### src/rtl/sdcard_cmd_arbiter.sv
// sdcard_cmd_arbiter
//   Round-robin arbiter that collects SD-card commands from NUM_CH FPGA
//   requesters and issues them one at a time to the HPS SD-card service.
//   Each command completes on the HPS toggle-handshake response or times out.
//
// Ports
//   sd_clk, reset_n          clock, synchronous active-low reset
//   hOp, hData, hReqId       HPS response: opcode, payload, toggle strobe [1:0]
//   sys_cmd, sys_arg         per-channel command code / argument
//   sys_req                  per-channel request toggle (any edge = request)
//   sys_done, sys_err        per-channel 1-cycle completion / error pulses
//   sys_rdata                hData of the last successful completion
//   sys_busy                 command in flight
//   fCmd, fArg1, fReqId      command, argument and issue counter to the HPS
//   fDebug_info              debug word, 0 unless SDCARD_ARB_DEBUG_EN is defined
//   sdLed                    card-ready indicator
//
// Build option
//   SDCARD_ARB_DEBUG_EN      registers {state, cur, pending, fReqId, hOp}
//                            onto fDebug_info every cycle
module sdcard_cmd_arbiter #(
    parameter int unsigned NUM_CH    = 2,
    parameter int unsigned ARG_WIDTH = 26,
    parameter int unsigned TIMEOUT   = 50000000
) (
    input  logic                          sd_clk,
    input  logic                          reset_n,
    input  logic [15:0]                   hOp,
    input  logic [31:0]                   hData,
    input  logic [15:0]                   hReqId,
    input  logic [NUM_CH*8-1:0]           sys_cmd,
    input  logic [NUM_CH*ARG_WIDTH-1:0]   sys_arg,
    input  logic [NUM_CH-1:0]             sys_req,
    output logic [NUM_CH-1:0]             sys_done,
    output logic [NUM_CH-1:0]             sys_err,
    output logic [31:0]                   sys_rdata,
    output logic                          sys_busy,
    output logic [7:0]                    fCmd,
    output logic [31:0]                   fArg1,
    output logic [15:0]                   fReqId,
    output logic [31:0]                   fDebug_info,
    output logic                          sdLed
);

    typedef enum logic [1:0] {
        S_IDLE = 2'd0,
        S_WAIT = 2'd1
    } state_e;

    localparam logic [31:0] TO_LAST = 32'(TIMEOUT - 1);

    state_e              state_q, state_d;
    logic [NUM_CH-1:0]   req_last_q, req_last_d;
    logic [NUM_CH-1:0]   pending_q, pending_d;
    logic [NUM_CH-1:0]   ovr_q, ovr_d;
    logic [NUM_CH-1:0]   done_q, done_d;
    logic [NUM_CH-1:0]   err_q, err_d;
    logic [1:0]          hreq_last_q, hreq_last_d;
    logic [2:0]          cur_q, cur_d;
    logic [2:0]          rr_q, rr_d;
    logic [7:0]          fcmd_q, fcmd_d;
    logic [31:0]         farg_q, farg_d;
    logic [31:0]         rdata_q, rdata_d;
    logic [31:0]         tcnt_q, tcnt_d;
    logic [15:0]         freqid_q, freqid_d;
    logic                busy_q, busy_d;
    logic                led_q, led_d;

    logic                grant_vld;
    logic [2:0]          grant_idx;
    logic [NUM_CH-1:0]   grant_oh;
    logic [NUM_CH-1:0]   cur_oh;
    logic [7:0]          grant_cmd;
    logic [31:0]         grant_arg;
    logic [2:0]          rr_nx;

    logic [NUM_CH-1:0]   req_tog;
    logic                resp;
    logic [NUM_CH-1:0]   ovr_all;

    logic                unused_hi;
    assign unused_hi = ^{hOp[15:4], hReqId[15:2]};

    // First pending channel at or after the round-robin pointer.
    always_comb begin
        int unsigned idx;
        idx       = 0;
        grant_vld = 1'b0;
        grant_idx = '0;
        grant_oh  = '0;
        for (int unsigned i = 0; i < NUM_CH; i++) begin
            idx = (32'(rr_q) + i) % NUM_CH;
            for (int unsigned j = 0; j < NUM_CH; j++) begin
                if (!grant_vld && (j == idx) && pending_q[j]) begin
                    grant_vld   = 1'b1;
                    grant_idx   = 3'(j);
                    grant_oh[j] = 1'b1;
                end
            end
        end
    end

    always_comb begin
        grant_cmd = '0;
        grant_arg = '0;
        cur_oh    = '0;
        for (int unsigned j = 0; j < NUM_CH; j++) begin
            if (grant_oh[j]) begin
                grant_cmd                 = sys_cmd[j*8 +: 8];
                grant_arg[ARG_WIDTH-1:0]  = sys_arg[j*ARG_WIDTH +: ARG_WIDTH];
            end
            if (32'(cur_q) == j) begin
                cur_oh[j] = 1'b1;
            end
        end
        rr_nx = 3'((32'(grant_idx) + 1) % NUM_CH);
    end

    always_comb begin
        state_d     = state_q;
        pending_d   = pending_q;
        cur_d       = cur_q;
        rr_d        = rr_q;
        fcmd_d      = fcmd_q;
        farg_d      = farg_q;
        rdata_d     = rdata_q;
        tcnt_d      = tcnt_q;
        freqid_d    = freqid_q;
        busy_d      = busy_q;
        led_d       = led_q;
        done_d      = '0;
        err_d       = '0;
        req_last_d  = sys_req;
        hreq_last_d = hReqId[1:0];

        req_tog = sys_req ^ req_last_q;
        resp    = (hReqId[1:0] != hreq_last_q);

        unique case (state_q)
            S_IDLE: begin
                // Responses in IDLE are stale except for the card-ready notice.
                if (resp && (hOp[3:0] == 4'd1)) begin
                    led_d = 1'b1;
                end
                if (grant_vld) begin
                    fcmd_d    = grant_cmd;
                    farg_d    = grant_arg;
                    freqid_d  = freqid_q + 16'd1;
                    pending_d = pending_q & ~grant_oh;
                    cur_d     = grant_idx;
                    rr_d      = rr_nx;
                    tcnt_d    = '0;
                    busy_d    = 1'b1;
                    state_d   = S_WAIT;
                end
            end
            S_WAIT: begin
                if (resp && (hOp[3:0] == 4'd1)) begin
                    led_d = 1'b1;
                end
                // A completing response takes priority over a coincident timeout.
                if (resp && (hOp[3:0] != 4'd1)) begin
                    if (hOp[3:0] == 4'd15) begin
                        err_d = cur_oh;
                    end else begin
                        rdata_d = hData;
                        done_d  = cur_oh;
                    end
                    fcmd_d  = '0;
                    busy_d  = 1'b0;
                    state_d = S_IDLE;
                end else if (tcnt_q == TO_LAST) begin
                    err_d   = cur_oh;
                    fcmd_d  = '0;
                    busy_d  = 1'b0;
                    state_d = S_IDLE;
                end else begin
                    tcnt_d = tcnt_q + 32'd1;
                end
            end
            default: begin
                state_d = S_IDLE;
            end
        endcase

        // Requests on a channel that is already pending are dropped as overruns.
        pending_d = pending_d | (req_tog & ~pending_q);

        // An overrun that collides with a done pulse on the same channel is
        // held one cycle so sys_done and sys_err never coincide.
        ovr_all = ovr_q | (req_tog & pending_q);
        err_d   = err_d | (ovr_all & ~done_d);
        ovr_d   = ovr_all & done_d;
    end

    always_ff @(posedge sd_clk) begin
        if (!reset_n) begin
            state_q     <= S_IDLE;
            req_last_q  <= sys_req;
            hreq_last_q <= hReqId[1:0];
            pending_q   <= '0;
            ovr_q       <= '0;
            done_q      <= '0;
            err_q       <= '0;
            cur_q       <= '0;
            rr_q        <= '0;
            fcmd_q      <= '0;
            farg_q      <= '0;
            rdata_q     <= '0;
            tcnt_q      <= '0;
            freqid_q    <= '0;
            busy_q      <= 1'b0;
            led_q       <= 1'b0;
        end else begin
            state_q     <= state_d;
            req_last_q  <= req_last_d;
            hreq_last_q <= hreq_last_d;
            pending_q   <= pending_d;
            ovr_q       <= ovr_d;
            done_q      <= done_d;
            err_q       <= err_d;
            cur_q       <= cur_d;
            rr_q        <= rr_d;
            fcmd_q      <= fcmd_d;
            farg_q      <= farg_d;
            rdata_q     <= rdata_d;
            tcnt_q      <= tcnt_d;
            freqid_q    <= freqid_d;
            busy_q      <= busy_d;
            led_q       <= led_d;
        end
    end

    assign sys_done  = done_q;
    assign sys_err   = err_q;
    assign sys_rdata = rdata_q;
    assign sys_busy  = busy_q;
    assign fCmd      = fcmd_q;
    assign fArg1     = farg_q;
    assign fReqId    = freqid_q;
    assign sdLed     = led_q;

`ifdef SDCARD_ARB_DEBUG_EN
    logic [31:0] dbg_q, dbg_d;
    logic [7:0]  pend8;

    always_comb begin
        pend8             = '0;
        pend8[NUM_CH-1:0] = pending_q;
        dbg_d             = {state_q, cur_q, 3'b000, pend8, freqid_q[7:0], hOp[7:0]};
    end

    always_ff @(posedge sd_clk) begin
        if (!reset_n) begin
            dbg_q <= '0;
        end else begin
            dbg_q <= dbg_d;
        end
    end

    assign fDebug_info = dbg_q;
`else
    assign fDebug_info = '0;
`endif

endmodule

### config.mk
export PLATFORM = sky130hd
export DESIGN_NAME = sdcard_cmd_arbiter
export DESIGN_NICKNAME = d
export VERILOG_FILES = /design/src/rtl/sdcard_cmd_arbiter.sv
export SDC_FILE = /design/constraint.sdc
export NUM_CORES = 1
export LEC_CHECK = 0
export CORE_MARGIN = 3
export CORE_UTILIZATION = 42
export DETAILED_ROUTE_END_ITERATION = 7
export PLACE_DENSITY = 0.85
export SETUP_SLACK_MARGIN = 0.15
export SYNTH_ARGS = -nofsm -noshare
export SYNTH_HDL_FRONTEND = slang
export SYNTH_SLANG_ARGS = --single-unit
### constraint.sdc
create_clock -name sd_clk -period 2.6 [get_ports sd_clk]
set_clock_uncertainty 0.05 [all_clocks]
set_input_delay 0.52 -clock sd_clk [delete_from_list [all_inputs] [get_ports sd_clk]]
set_output_delay 0.52 -clock sd_clk [all_outputs]
set_load 0.05 [all_outputs]
==> run summary <==
# DRC: 0
Layout cell share with drive strength beyond 1: 9.308%
Slew headroom: 61.05%
Antenna Nets Post-Route: 0
Clock buffer depth: 2
Post-synth EDFFs: 0
Hpwl dp: 12.63 mm
Commonest cells after routing, fill and taps aside: clkdlybuf4s50_1, dfxtp_1, nand2_1
Cell area power density: 748.6 mW/mm^2
R2r setup slk: 0.29 ns
P_leak: 3.137 nW
Total clock buffers created by CTS: 17
Setup repair bufs after CTS: 0
Worst path required time: 2.84 ns
Setup crit start: tcnt_q[7]$_SDFFE_PN0P_
Met2 wire length: 9.701 mm
Drt pass-1 iters: 7
Via count: 5921
Status: complete, no violations
Area occupied by multi-input gates: 0.002850 mm^2
Boundary Pins: 262
Row count: 42
Die area: 0.01533 mm^2
Final worst path period share: 88.76%
Top-area cell type share of the netlist area: 44.64%
Synth warnings: 0
CP max stage cell: nor4_1
RR Endpoint: fCmd[0]$_SDFFE_PN0P_
Hold Violations, Final: 0
Clock sinks: 130
Worst-Skew Late Latency: 0.42 ns
Core footprint: 0.01340 mm^2
CP arrival: 2.54 ns
Total Nets Final: 1006
Buffers added on ports: 197
Asr flop ratio synth: 0%
Routability cong.: 0.8399
H-tree lvl count: 4
Terminating pin of the worst hold path: sys_rdata[17]$_SDFFE_PN0P_
Area of the mapped netlist: 0.005831 mm^2
Placed cells: 1025
M1 wire length: 6.579 mm
DR top layer: met4
Initial core utilization: 43.51%
Hold_sp: sys_rdata[17]$_SDFFE_PN0P_
Initial antenna violation count: 0
Resized cells post-CTS: 0
# diodes: 0
Reg area: 0.002603 mm^2
Die width: 123.8 um
DR WL/cell: 17.20 um
# setup viols final: 0
Synth Register Bits: 130
First-pass GRT wire length: 28.17 mm
Filler-free cell count of the finished design: 1057
Crit end category: register
Crit-path max cell delay: 0.41 ns
Largest net degree at the start of global routing: 59
Yosys cell types: 58
Hold Path Depth: 2
Vias in the first global route: 5675
Chip height: 123.8 um
Syn-to-layout area delta: 47.49%
Worst Max-Slew Pin Slew: 0.5825 ns
CTS tree: done
Final Max Slew Viols: 0
Hold Buf Count CTS: 0
DRT iter0 DRCs: 519
Area contributors post-synth: dfxtp_1, nand2_1, a222oi_1
Worst r2r path cells: 6
Sequential share of the synthesized area: 44.64%
Worst r2r src: tcnt_q[7]$_SDFFE_PN0P_
Peak supply drop: 552.2 uV
Max-Cap Viols: 0
Min Tclk post-route: 2.308 ns
Final WL: 18.18 mm
Met3 wire length: 1.488 mm
CTS clk-pin slew, worst paths: 0.06 ns
Total negative slack: 0 ns
Dominant synthesized flop cell: dfxtp_1
Worst Hold Class: reg2reg
Crit path kind: reg2reg
Area leader, netlist: dfxtp_1
Most common cell after layout, fill and taps aside: clkdlybuf4s50_1
FILL cells: 1031
Mapped Cells: 673
Startpoint types: register
CP Cell Sequence: nor4_1, nand4_2, nor3_2, buf_4, o21a_1, o22ai_1
GR Overflow Total: 0
GRT Util Overall: 23.44%
CP max FO: 10
Post-Synthesis Mean Instance Area: 8.664 um^2
Highest Clock Rate: 433.3 MHz
RSZ-0062 raised after global routing: false
Vias/cell: 5.602
Clk root buf: clkbuf_16
where the power goes:
| part | switching (mW) | internal [mW] |
|---|---|---|
| combinational | 0.998 | 0.563 |
| clock | 0.891 | 1.78 |
| sequential | 0.0827 | 2.12 |
per-layer routing:
layer	track usage (%)	up-vias
met3	7.947	31
li1	-	2822
met2	41.40	241
met5	0	-
met1	25.81	2827
met4	9.204	0
worst max path at each step:
stage | to | slack [ns]
after detailed placement | tcnt_q[11]$_SDFFE_PN0P_ | 0.02
after floorplan | tcnt_q[28]$_SDFFE_PN0P_ | 0.60
after CTS | fCmd[0]$_SDFFE_PN0P_ | 0.31
after global placement | tcnt_q[11]$_SDFFE_PN0P_ | 0.05
final | fCmd[0]$_SDFFE_PN0P_ | 0.29
after global routing | fCmd[0]$_SDFFE_PN0P_ | 0.18
logic make-up (layout without fill, tap and decap cells):
family,count (synthesis),in the layout,synth area share (%)
and+or+nand+nor,259,259,21.87
buffers and inverters,96,267,8.948
xor gates and xnor gates,16,16,2.404
AOI/OAI and AO/OA,169,169,21.65
other,1,38,0.06432
DFF,130,130,44.64
adders and majority gates,2,2,0.4291
area by class of cell:
type / count / area share, %
sequential: 130 / 30.26
tap: 176 / 2.561
clock inverter: 12 / 2.357
multi-input combinational: 484 / 33.14
timing repair buffer: 229 / 25.99
inverter: 6 / 0.2619
clock buffer: 20 / 5.427
sequential cells by signal, indices dropped and copies added (netlist names), 2 cells and up:
register	flops
sys_rdata	32
tcnt_q	32
fArg1	26
fReqId	16
fCmd	8
hreq_last_q	2
ovr_q	2
pending_q	2
req_last_q	2
sys_done	2
sys_err	2
critical path, delay by kind of cell, from the launching register on:
kind	cells	cell delay, ns
flops	1	0.37
simple gates	3	0.99
compound gates	2	0.52
buf+inv	1	0.24
metrics by stage:
stage	instance area [um^2]	power (mW)	worst slack (ns)	hold slack, ns	util, %
after floorplan	5969	3.245	0.5968	0.3867	-
after global placement	7929	3.773	0.05035	0.3912	59.17
after detailed placement	7929	3.795	0.01788	0.3956	59.17
after CTS	8598	6.464	0.3126	0.4034	64.16
after global routing	8600	6.652	0.1767	0.4234	64.17
final	8600	6.437	0.2924	0.4037	64.17
cell usage after synthesis (9+ instances only):
library cell and number:
nor3_1 19, a31oi_1 10, a222oi_1 33, a21oi_1 52, clkbuf_1 38, buf_4 39, buf_2 12, nand4_1 12
nand2_1 98, xor2_1 9, nand3_1 20, o31ai_1 13, and3_1 16, o311ai_1 12, dfxtp_1 130, nor2_1 53
o21ai_0 9
Power figures use the tool's default switching activity.
